## config.mk

```make
export PLATFORM = sky130hd
export DESIGN_NAME = scan_frame_scheduler
export DESIGN_NICKNAME = d
export VERILOG_FILES = /design/src/rtl/scan_frame_scheduler.sv
export SDC_FILE = /design/constraint.sdc
export NUM_CORES = 1
export LEC_CHECK = 0
export CAP_MARGIN = 40
export CORE_ASPECT_RATIO = 1.75
export CORE_MARGIN = 2
export CORE_UTILIZATION = 52
export CTS_BUF_LIST = sky130_fd_sc_hd__clkbuf_2
export DETAILED_ROUTE_END_ITERATION = 8
export MAX_ROUTING_LAYER = met4
export PLACE_DENSITY = 0.78
export SYNTH_ARGS = -nofsm -noshare
export SYNTH_HDL_FRONTEND = slang
export SYNTH_SLANG_ARGS = --single-unit
export TNS_END_PERCENT = 1
```

## constraint.sdc

```tcl
create_clock -name clk -period 3.4 [get_ports clk]
set_input_delay 1.02 -clock clk [delete_from_list [all_inputs] [get_ports clk]]
set_output_delay 1.02 -clock clk [all_outputs]
set_load 0.05 [all_outputs]
```

## src/rtl/scan_frame_scheduler.sv

```systemverilog
// scan_frame_scheduler: sequences repeated full-array scans at a programmed
// frame period, waits for scan completion, hands each frame to readout and
// holds off the next scan until readout acks (single-buffer pixel RAM).
// Optional feature macro: SCAN_TIMEOUT_EN (scan watchdog, limit TIMEOUT_CYCLES).
module scan_frame_scheduler #(
  parameter int unsigned NB_FRAMES      = 16,
  parameter int unsigned NB_PERIOD      = 24,
  parameter int unsigned TIMEOUT_CYCLES = 200000
) (
  input  logic                 clk,
  input  logic                 i_rst,
  input  logic                 i_cmd_start,
  input  logic                 i_cmd_stop,
  input  logic [NB_FRAMES-1:0] i_n_frames,
  input  logic [NB_PERIOD-1:0] i_period,
  output logic                 o_start_scan,
  input  logic                 i_scan_ready,
  output logic                 o_frame_valid,
  input  logic                 i_frame_ack,
  output logic                 o_busy,
  output logic                 o_done,
  output logic [NB_FRAMES-1:0] o_frame_cnt,
  output logic                 o_overrun,
  output logic                 o_timeout
);

  typedef enum logic [2:0] {
    S_IDLE,
    S_START,
    S_WAIT_SCAN,
    S_HANDOFF,
    S_WAIT_PERIOD
  } state_t;

  state_t               state_q, state_d;
  logic [NB_FRAMES-1:0] n_frames_q, n_frames_d;
  logic [NB_FRAMES-1:0] frame_cnt_q, frame_cnt_d;
  logic [NB_PERIOD-1:0] period_q, period_d;
  logic [NB_PERIOD-1:0] per_cnt_q, per_cnt_d, per_inc;
  logic                 stop_q, stop_d;
  logic                 overrun_q, overrun_d;
  logic                 timeout_q, timeout_d;
  logic                 done_q, done_d;
  logic                 entry_q, entry_d;
  logic                 rdy_q, rdy_prev_q;
  logic                 scan_edge;
  logic                 run_end;
  logic                 wd_fire;

  assign scan_edge = rdy_q & ~rdy_prev_q;
  assign per_inc   = (per_cnt_q == '1) ? per_cnt_q : per_cnt_q + 1'b1;
  assign run_end   = stop_q | i_cmd_stop |
                     ((n_frames_q != '0) && (frame_cnt_q == n_frames_q));

`ifdef SCAN_TIMEOUT_EN
  localparam int unsigned WD_W = $clog2(TIMEOUT_CYCLES + 1);
  logic [WD_W-1:0] wd_q, wd_d;

  // Watchdog: cleared while issuing the start pulse, counts WAIT_SCAN cycles
  always_comb begin
    wd_d = wd_q;
    if (state_q == S_START) begin
      wd_d = '0;
    end else if (state_q == S_WAIT_SCAN && wd_q != '1) begin
      wd_d = wd_q + 1'b1;
    end
  end

  assign wd_fire = (state_q == S_WAIT_SCAN) &&
                   ((32'(wd_q) + 32'd1) >= TIMEOUT_CYCLES);

  // Watchdog counter register
  always_ff @(posedge clk or posedge i_rst) begin
    if (i_rst) wd_q <= '0;
    else       wd_q <= wd_d;
  end
`else
  assign wd_fire = 1'b0;
`endif

  // Next-state, counters and sticky flags
  always_comb begin
    state_d     = state_q;
    n_frames_d  = n_frames_q;
    period_d    = period_q;
    frame_cnt_d = frame_cnt_q;
    per_cnt_d   = per_inc;
    stop_d      = stop_q;
    overrun_d   = overrun_q;
    timeout_d   = timeout_q;
    done_d      = 1'b0;
    entry_d     = 1'b0;

    if (state_q != S_IDLE && i_cmd_stop) stop_d = 1'b1;

    case (state_q)
      S_IDLE: begin
        if (i_cmd_start) begin
          n_frames_d  = i_n_frames;
          period_d    = i_period;
          frame_cnt_d = '0;
          overrun_d   = 1'b0;
          timeout_d   = 1'b0;
          stop_d      = 1'b0;
          state_d     = S_START;
        end
      end
      S_START: begin
        state_d = S_WAIT_SCAN;
      end
      S_WAIT_SCAN: begin
        if (scan_edge) begin
          state_d = S_HANDOFF;
        end else if (wd_fire) begin
          timeout_d = 1'b1;
          done_d    = 1'b1;
          state_d   = S_IDLE;
        end
      end
      S_HANDOFF: begin
        if (i_frame_ack) begin
          frame_cnt_d = frame_cnt_q + 1'b1;
          entry_d     = 1'b1;
          state_d     = S_WAIT_PERIOD;
        end
      end
      S_WAIT_PERIOD: begin
        if (run_end) begin
          done_d  = 1'b1;
          state_d = S_IDLE;
        end else begin
          if (entry_q && period_q != '0 && per_cnt_q >= period_q) overrun_d = 1'b1;
          // per_inc is the elapsed count seen by the START cycle, so the
          // next pulse lands exactly period cycles after the previous one
          if (per_inc >= period_q) state_d = S_START;
        end
      end
      default: state_d = S_IDLE;
    endcase

    // Period counter reads 0 during the START cycle of every frame
    if (state_d == S_START) per_cnt_d = '0;
  end

  // State and datapath registers
  always_ff @(posedge clk or posedge i_rst) begin
    if (i_rst) begin
      state_q     <= S_IDLE;
      n_frames_q  <= '0;
      period_q    <= '0;
      frame_cnt_q <= '0;
      per_cnt_q   <= '0;
      stop_q      <= 1'b0;
      overrun_q   <= 1'b0;
      timeout_q   <= 1'b0;
      done_q      <= 1'b0;
      entry_q     <= 1'b0;
    end else begin
      state_q     <= state_d;
      n_frames_q  <= n_frames_d;
      period_q    <= period_d;
      frame_cnt_q <= frame_cnt_d;
      per_cnt_q   <= per_cnt_d;
      stop_q      <= stop_d;
      overrun_q   <= overrun_d;
      timeout_q   <= timeout_d;
      done_q      <= done_d;
      entry_q     <= entry_d;
    end
  end

  // Scan-ready synchroniser stage plus previous value for edge detection
  always_ff @(posedge clk or posedge i_rst) begin
    if (i_rst) begin
      rdy_q      <= 1'b0;
      rdy_prev_q <= 1'b0;
    end else begin
      rdy_q      <= i_scan_ready;
      rdy_prev_q <= rdy_q;
    end
  end

  assign o_start_scan  = (state_q == S_START);
  assign o_frame_valid = (state_q == S_HANDOFF);
  assign o_busy        = (state_q != S_IDLE);
  assign o_done        = done_q;
  assign o_frame_cnt   = frame_cnt_q;
  assign o_overrun     = overrun_q;
  assign o_timeout     = timeout_q;

endmodule

```

==> flow_summary.yaml, run 1 <==
floorplan:
  dieArea_um2: 11500
  initial_core_util_pct: 53.6
  die_y_um: 140
  floorplan.rows: 49
  die_w_um: 81.9
  pin_count: 68
  placeableCoreArea_um2: 10300
critical_path:
  crit-reg2reg-launch: "per_cnt_q[0]"
  family_of_cells_with_the_greatest_summed_delay_on_the_critical_path: "simple AND/OR/NAND/NOR gates"
  critical_path.slowest_cell: "sky130_fd_sc_hd__dfrtp_1"
  rr_endpoint: "per_cnt_q[1]"
  critical_path_buf_inv_count: 3
  timing.critical_path.from: "per_cnt_q[0]"
  critPathCaptureType: "register"
  crit_cells: 16
  r2r_cells: 16
  peak_fanout_along_the_critical_path: 8
  cp_slowest_stage_delay_ns: 0.45
  critPathRequiredTime_ns: 3.93
  critPathCapture: "per_cnt_q[1]"
  setup.worst_path.class: "register to register"
  critical_path.startpoint_type: "register"
  worst_ep_arrival_time_ns: 4.02
  r2r_setup_slack_ns: -0.1
  cp_cell_sequence: "ha_2, and3_4, and3_4, a211o_4, nor2_4, xnor2_2, inv_2, ha_4, nand4_1, nor4_2, nand4_1, a31o_2, a21oi_4, buf_12, buf_6, nor2_1"
synthesis:
  primary_flip_flop_cell_chosen_by_synthesis_mapping: "sky130_fd_sc_hd__dfrtp_1"
  yosys.cell_count.top_type: "sky130_fd_sc_hd__nand2_1"
  synth.lib_cells_used.distinct: 62
  netlist.top_cell.by_area: "sky130_fd_sc_hd__dfrtp_1"
  synth-seq-area-share_pct: 40.4
  synth_fp_nets: 704
  yosysWarningCount: 0
  synth_commonest_cells: "sky130_fd_sc_hd__nand2_1, sky130_fd_sc_hd__dfrtp_1, sky130_fd_sc_hd__ha_1"
  syn_inst: 608
  netlist_top_cells_area: "sky130_fd_sc_hd__dfrtp_1, sky130_fd_sc_hd__ha_1, sky130_fd_sc_hd__nand2_1"
  mappedNetlistArea_um2: 5520
  synth_enable_flop_cells: 0
  yosysTopAreaCellShare_pct: 40.4
  yosys_register_bits: 89
  ys_async_sr_fraction_pct: 100
  syn_area_per_cell_um2: 9.08
finish:
  layout-drive-gt1-share_pct: 19.1
  finalNetCount: 835
  filler_cell_count: 814
  syn2layout_area_growth_pct: 29.0
  finalInstanceArea_um2: 7120
  final_cell_count_no_fill: 872
power_and_ir_drop:
  power.density_nw_per_um2: 559
  p_leak_nw: 3.45
  ir_worst_vdd_mv: 0.373
drt:
  drt_first_pass_iters: 5
  drt-wirelength-per-cell_um: 18.6
  postRouteWirelength_um: 16200
  remaining_drc_errors: 0
  route.detailed.vias_per_inst: 5.89
  antenna_left: 0
  dr_total_vias: 5137
  initial_drc_count: 317
global_routing:
  grt_start_max_net_pins: 47
  global_route_wire_length_before_repair_um: 25500
  grt_usage_pct: 30.4
  number_of_antenna_violations_at_the_first_check_in_global_routing: 1
  grt_pass1_vias: 5318
  grt-ovfl-total: 0
sta:
  worst_slew_pin_slew_ns: 0.732
  hold_viol: 0
  worst_slack_ns: -0.0971
  maxSlewHeadroom_pct: 50.8
  post_route_clock_skew_ns: 0.0439
  max_clock_freq_mhz: 286
  finalSetupViolCount: 23
  fin_worst_hold_slack_ns: 0.431
  grt_setup_unrepaired: "yes"
  finalCriticalPeriod_ns: 3.50
  pins_over_slew_limit: 0
  layout_worst_path_cycle_share_pct: 103
clock_network:
  ctsHtreeMaxLevel: 3
  worstSkewPairLatency_ns: 0.61
  cts_tree: "done"
  numCtsBuffers: 9
  clkSlewWorstSetupHoldPaths_ns: 0.29
  cts-root-buf: "sky130_fd_sc_hd__clkbuf_2"
  max-clock-path-buffers: 2
  clkSinkCount: 89
  cts_hold_buf: 0
place:
  post-dp-hpwl_um: 12200
  weighted_congestion_reported_at_the_end_of_routability_driven_placement: 0.967
  number_of_placed_instances_taps_included: 832
  numPortBuffers: 66
  dpl-instance-area_um2: 6650
flow_run:
  max_cap_violations: 0
outcome:
  failed_checks: "setup timing"
  outcome: "complete, but fails checks"
min_path:
  hold_path_class: "register to register"
## registers in the layout, summed over array words and instances (netlist names)
| signal | count |
|---|---|
| entry_q | 1 |
| o_frame_cnt | 16 |
| rdy_q | 1 |
| state_q | 3 |
| o_done | 1 |
| o_overrun | 1 |
| rdy_prev_q | 1 |
| n_frames_q | 16 |
| period_q | 24 |
| stop_q | 1 |
| per_cnt_q | 24 |
## stage by stage
step	utilization [%]	total power [mW]	setup WS (ns)	setup TNS, ns
CTS	67.9	3.94	0.00511	0
finish	69.1	3.98	-0.0971	-1.65
floorplan	-	2.77	0.0161	0
global placement	64.6	3.28	-0.0446	-0.450
global route	69.1	4.27	-0.205	-4.29
detailed placement	64.6	3.38	-0.174	-3.59
## final cells by class
cell class / count / area [um2] / area share [%]
antenna: 1 / 2.50 / 0.0351
clock buffer: 9 / 45.0 / 0.633
clock inverter: 7 / 58.8 / 0.826
inverter: 30 / 114 / 1.60
multi-input combinational: 465 / 3190 / 44.8
sequential: 89 / 2230 / 31.3
tap: 127 / 159 / 2.23
timing repair buffer: 144 / 1330 / 18.6
## logic make-up (layout without fill, tap and decap cells)
| logic type | after synthesis | count (layout) | synth area share, % |
|---|---|---|---|
| flip-flops | 89 | 89 | 40.4 |
| AO/OA/AOI/OAI | 100 | 100 | 11.7 |
| XOR/XNOR | 44 | 44 | 6.98 |
| adder cells (fa/ha/maj) | 50 | 50 | 11.3 |
| buffers and inverters | 54 | 190 | 4.90 |
| multiplexers | 4 | 4 | 0.793 |
| AND/OR/NAND/NOR | 266 | 266 | 23.8 |
| other | 1 | 2 | 0.0679 |
## cell usage in the layout, fill, tap and decap left out, drive strengths merged, types with 5 or more instances in the layout
master	instances
a21o	8
a21oi	29
and2	7
and3	6
and4	5
buf	78
clkbuf	9
clkdlybuf4s50	63
dfrtp	89
ha	50
inv	34
nand2	118
nand3	21
nand4	19
nor2	44
nor3	10
nor4	16
o21ai	40
or3	7
xnor2	19
xor2	25
## report_power, final
part | total (mW) | switching (mW) | internal [mW]
clock network | 0.536 | 0.424 | 0.112
registers | 1.64 | 0.293 | 1.35
logic | 1.80 | 1.07 | 0.729
## repair_timing
item | CTS | global route
pin swaps | 20 | 17
resized for setup | 17 | 22
gates cloned | 1 | 0
buffers inserted | 19 | 4
endpoints found under the setup margin | 26 | 28
## metal layers
layer	vias to the layer above	part of all wire, %	GRT usage, %
li1	2383	-	-
met3	104	4.3	4.32
met2	192	53	52.4
met5	-	0	-
met1	2458	34	29.6
met4	0	8.6	22.6
## worst min-delay path by stage
stage / endpoint / from / slack, ns / depth (start not counted)
after CTS: rdy_prev_q / rdy_q / 0.43 / 0
final: rdy_prev_q / rdy_q / 0.43 / 0
after global placement: rdy_prev_q / rdy_q / 0.37 / 0
after floorplan: rdy_prev_q / rdy_q / 0.35 / 0
after detailed placement: rdy_prev_q / rdy_q / 0.37 / 0
after global routing: rdy_prev_q / rdy_q / 0.44 / 0
Note: power is estimated with default switching activity, not from simulation.
==> inputs of run 2 (changes only) <==
--- a/config.mk
+++ b/config.mk
@@ -8,11 +8,13 @@
 export CAP_MARGIN = 40
 export CORE_ASPECT_RATIO = 1.75
 export CORE_MARGIN = 2
-export CORE_UTILIZATION = 52
+export CORE_UTILIZATION = 45
 export CTS_BUF_LIST = sky130_fd_sc_hd__clkbuf_2
 export DETAILED_ROUTE_END_ITERATION = 8
+export HOLD_SLACK_MARGIN = 0.12
 export MAX_ROUTING_LAYER = met4
-export PLACE_DENSITY = 0.78
+export PLACE_DENSITY = 0.69
+export RECOVER_POWER = 100
 export SYNTH_ARGS = -nofsm -noshare
 export SYNTH_HDL_FRONTEND = slang
 export SYNTH_SLANG_ARGS = --single-unit
==> run 2 against run 1 <==
Compared with the run above:
- die area grew 15%
- core utilization shrank 9.5 points
- fmax shrank 1.3%
- power grew 2.7%
- the flow finishes with violations (capacitance limit, slew limit, setup timing)
- largest power group unchanged
==> flow_summary.yaml, run 2 (synthesis gave the netlist of run 1 again) <==
sta:
  pins_over_slew_limit: 90
  finalSetupViolCount: 25
  layout_worst_path_cycle_share_pct: 104
  worst_slew_pin_slew_ns: 2.24
  grt_setup_unrepaired: "yes"
  fin_worst_hold_slack_ns: 0.428
  finalCriticalPeriod_ns: 3.54
  worst_slack_ns: -0.142
  hold_viol: 0
  post_route_clock_skew_ns: 0.0269
  finalSetupTns_ns: -2.52
  maxSlewHeadroom_pct: -49.2
  max_clock_freq_mhz: 282
min_path:
  worstHoldStart: "rdy_q"
  hold_depth: 0
  hold_end: "rdy_prev_q"
  hold_path_class: "register to register"
global_routing:
  grt_pass1_vias: 5153
  grt-ovfl-total: 0
  global_route.peak_usage_layer: "met2"
  global_route_wire_length_before_repair_um: 25400
  grt_usage_pct: 25.9
  grt_start_max_net_pins: 90
  number_of_antenna_violations_at_the_first_check_in_global_routing: 0
  gr-usage-met1_pct: 27.2
  grtUsageMet2_pct: 46.1
  groute.layer.met3.usage_pct: 3.73
clock_network:
  clkSinkCount: 89
  clkSlewWorstSetupHoldPaths_ns: 0.26
  cts-root-buf: "sky130_fd_sc_hd__clkbuf_2"
  numCtsBuffers: 9
  worstSkewPairLatency_ns: 0.60
  max-clock-path-buffers: 2
  cts_hold_buf: 0
  cts_tree: "done"
  ctsHtreeMaxLevel: 3
critical_path:
  r2r_setup_slack_ns: -0.14
  critical_path.startpoint_type: "register"
  crit-reg2reg-launch: "per_cnt_q[1]"
  r2r_cells: 15
  critPathCaptureType: "register"
  setup.worst_path.class: "register to register"
  critPathRequiredTime_ns: 3.91
  critical_path.slowest_cell: "sky130_fd_sc_hd__dfrtp_1"
  peak_fanout_along_the_critical_path: 7
  cp_slowest_stage_delay_ns: 0.45
  rr_endpoint: "per_cnt_q[8]"
  cp_cell_sequence: "ha_2, and3_4, and3_4, buf_4, a2111oi_4, xor2_1, ha_1, nand4_1, buf_4, nor2_1, a22o_1, a2111oi_4, a21oi_4, buf_12, nor4_4"
  worst_ep_arrival_time_ns: 4.06
place:
  weighted_congestion_reported_at_the_end_of_routability_driven_placement: 0.942
  numPortBuffers: 66
  dpl_worst_slack_ns: -0.124
  post-dp-hpwl_um: 11700
  number_of_placed_instances_taps_included: 869
drt:
  route.detailed.vias_per_inst: 5.41
  remaining_drc_errors: 0
  drt_first_pass_iters: 5
  drt-wirelength-per-cell_um: 17.3
  postRouteWirelength_um: 15700
  dr_total_vias: 4900
  antenna_left: 0
  initial_drc_count: 171
floorplan:
  initial_core_util_pct: 46.0
  die_y_um: 151
  dieArea_um2: 13200
  die_w_um: 87.7
  floorplan.rows: 53
  placeableCoreArea_um2: 12000
  pin_count: 68
finish:
  layout-drive-gt1-share_pct: 18.8
  reg_top3: "per_cnt_q: 24 flops, period_q: 24 flops"
  insertedDiodeCount: 0
  finalNetCount: 831
  final_cell_count_no_fill: 905
  filler_cell_count: 1063
  layout.cells.most_common: "sky130_fd_sc_hd__nand2_1"
  commonest_non_fill_non_tap_cells_in_the_layout: "sky130_fd_sc_hd__nand2_1, sky130_fd_sc_hd__dfrtp_1, sky130_fd_sc_hd__buf_4"
  syn2layout_area_growth_pct: 29.7
power_and_ir_drop:
  total_power_mw: 4.08
  power.density_nw_per_um2: 571
  p_leak_nw: 3.42
  ir_worst_vdd_mv: 0.494
flow_run:
  max_cap_violations: 1
outcome:
  outcome: "complete, but fails checks"
  failed_checks: "capacitance limit, slew limit, setup timing"
[run 2: layout make-up]
type	count	area, um2	share of cell area (%)
timing repair buffer	140	1260	17.6
inverter	30	114	1.59
multi-input combinational	465	3210	44.9
sequential	89	2230	31.1
clock inverter	6	90.1	1.26
tap	165	206	2.88
clock buffer	10	50.0	0.699
[run 2: stage by stage]
stage	area [um2]	util, %
floorplan	5550	-
global route	7160	59.6
detailed placement	6700	55.8
CTS	7050	58.8
global placement	6680	55.7
finish	7160	59.6
[run 2: worst max-delay path by stage]
stage / slack, ns / end / from
floorplan: 0.02 / per_cnt_q[10] / per_cnt_q[1]
global placement: -0.11 / per_cnt_q[8] / per_cnt_q[1]
detailed placement: -0.12 / per_cnt_q[8] / per_cnt_q[1]
CTS: -0.06 / per_cnt_q[8] / per_cnt_q[15]
global route: -0.28 / per_cnt_q[1] / per_cnt_q[1]
finish: -0.14 / per_cnt_q[8] / per_cnt_q[1]
[run 2: report_power, final]
group	leakage [nW]	internal, mW	total (mW)	switching, mW
Sequential	1.16	1.35	1.61	0.262
Clock	0.0829	0.250	0.637	0.387
Combinational	2.18	0.740	1.84	1.10
Total	3.42	2.34	4.08	1.75
[run 2: what timing repair did]
item	CTS	global route
pin swaps	12	15
setup endpoints to repair	27	26
gates cloned	1	1
resized for setup	28	12
setup buffers	6	15
[run 2: worst max-delay path, delay by kind of cell (launching register included)]
| family | cells | cell delay, ns |
|---|---|---|
| flops | 1 | 0.45 |
| buf+inv | 3 | 0.43 |
| fa+ha+maj | 2 | 0.48 |
| compound gates | 4 | 1.03 |
| xor+xnor | 1 | 0.27 |
| simple gates | 5 | 0.79 |
[run 2: layer usage]
metal,wire [um],share of wire (%)
met5,0,0
met2,8650,55
met3,436,2.8
met1,5790,37
met4,800,5.1
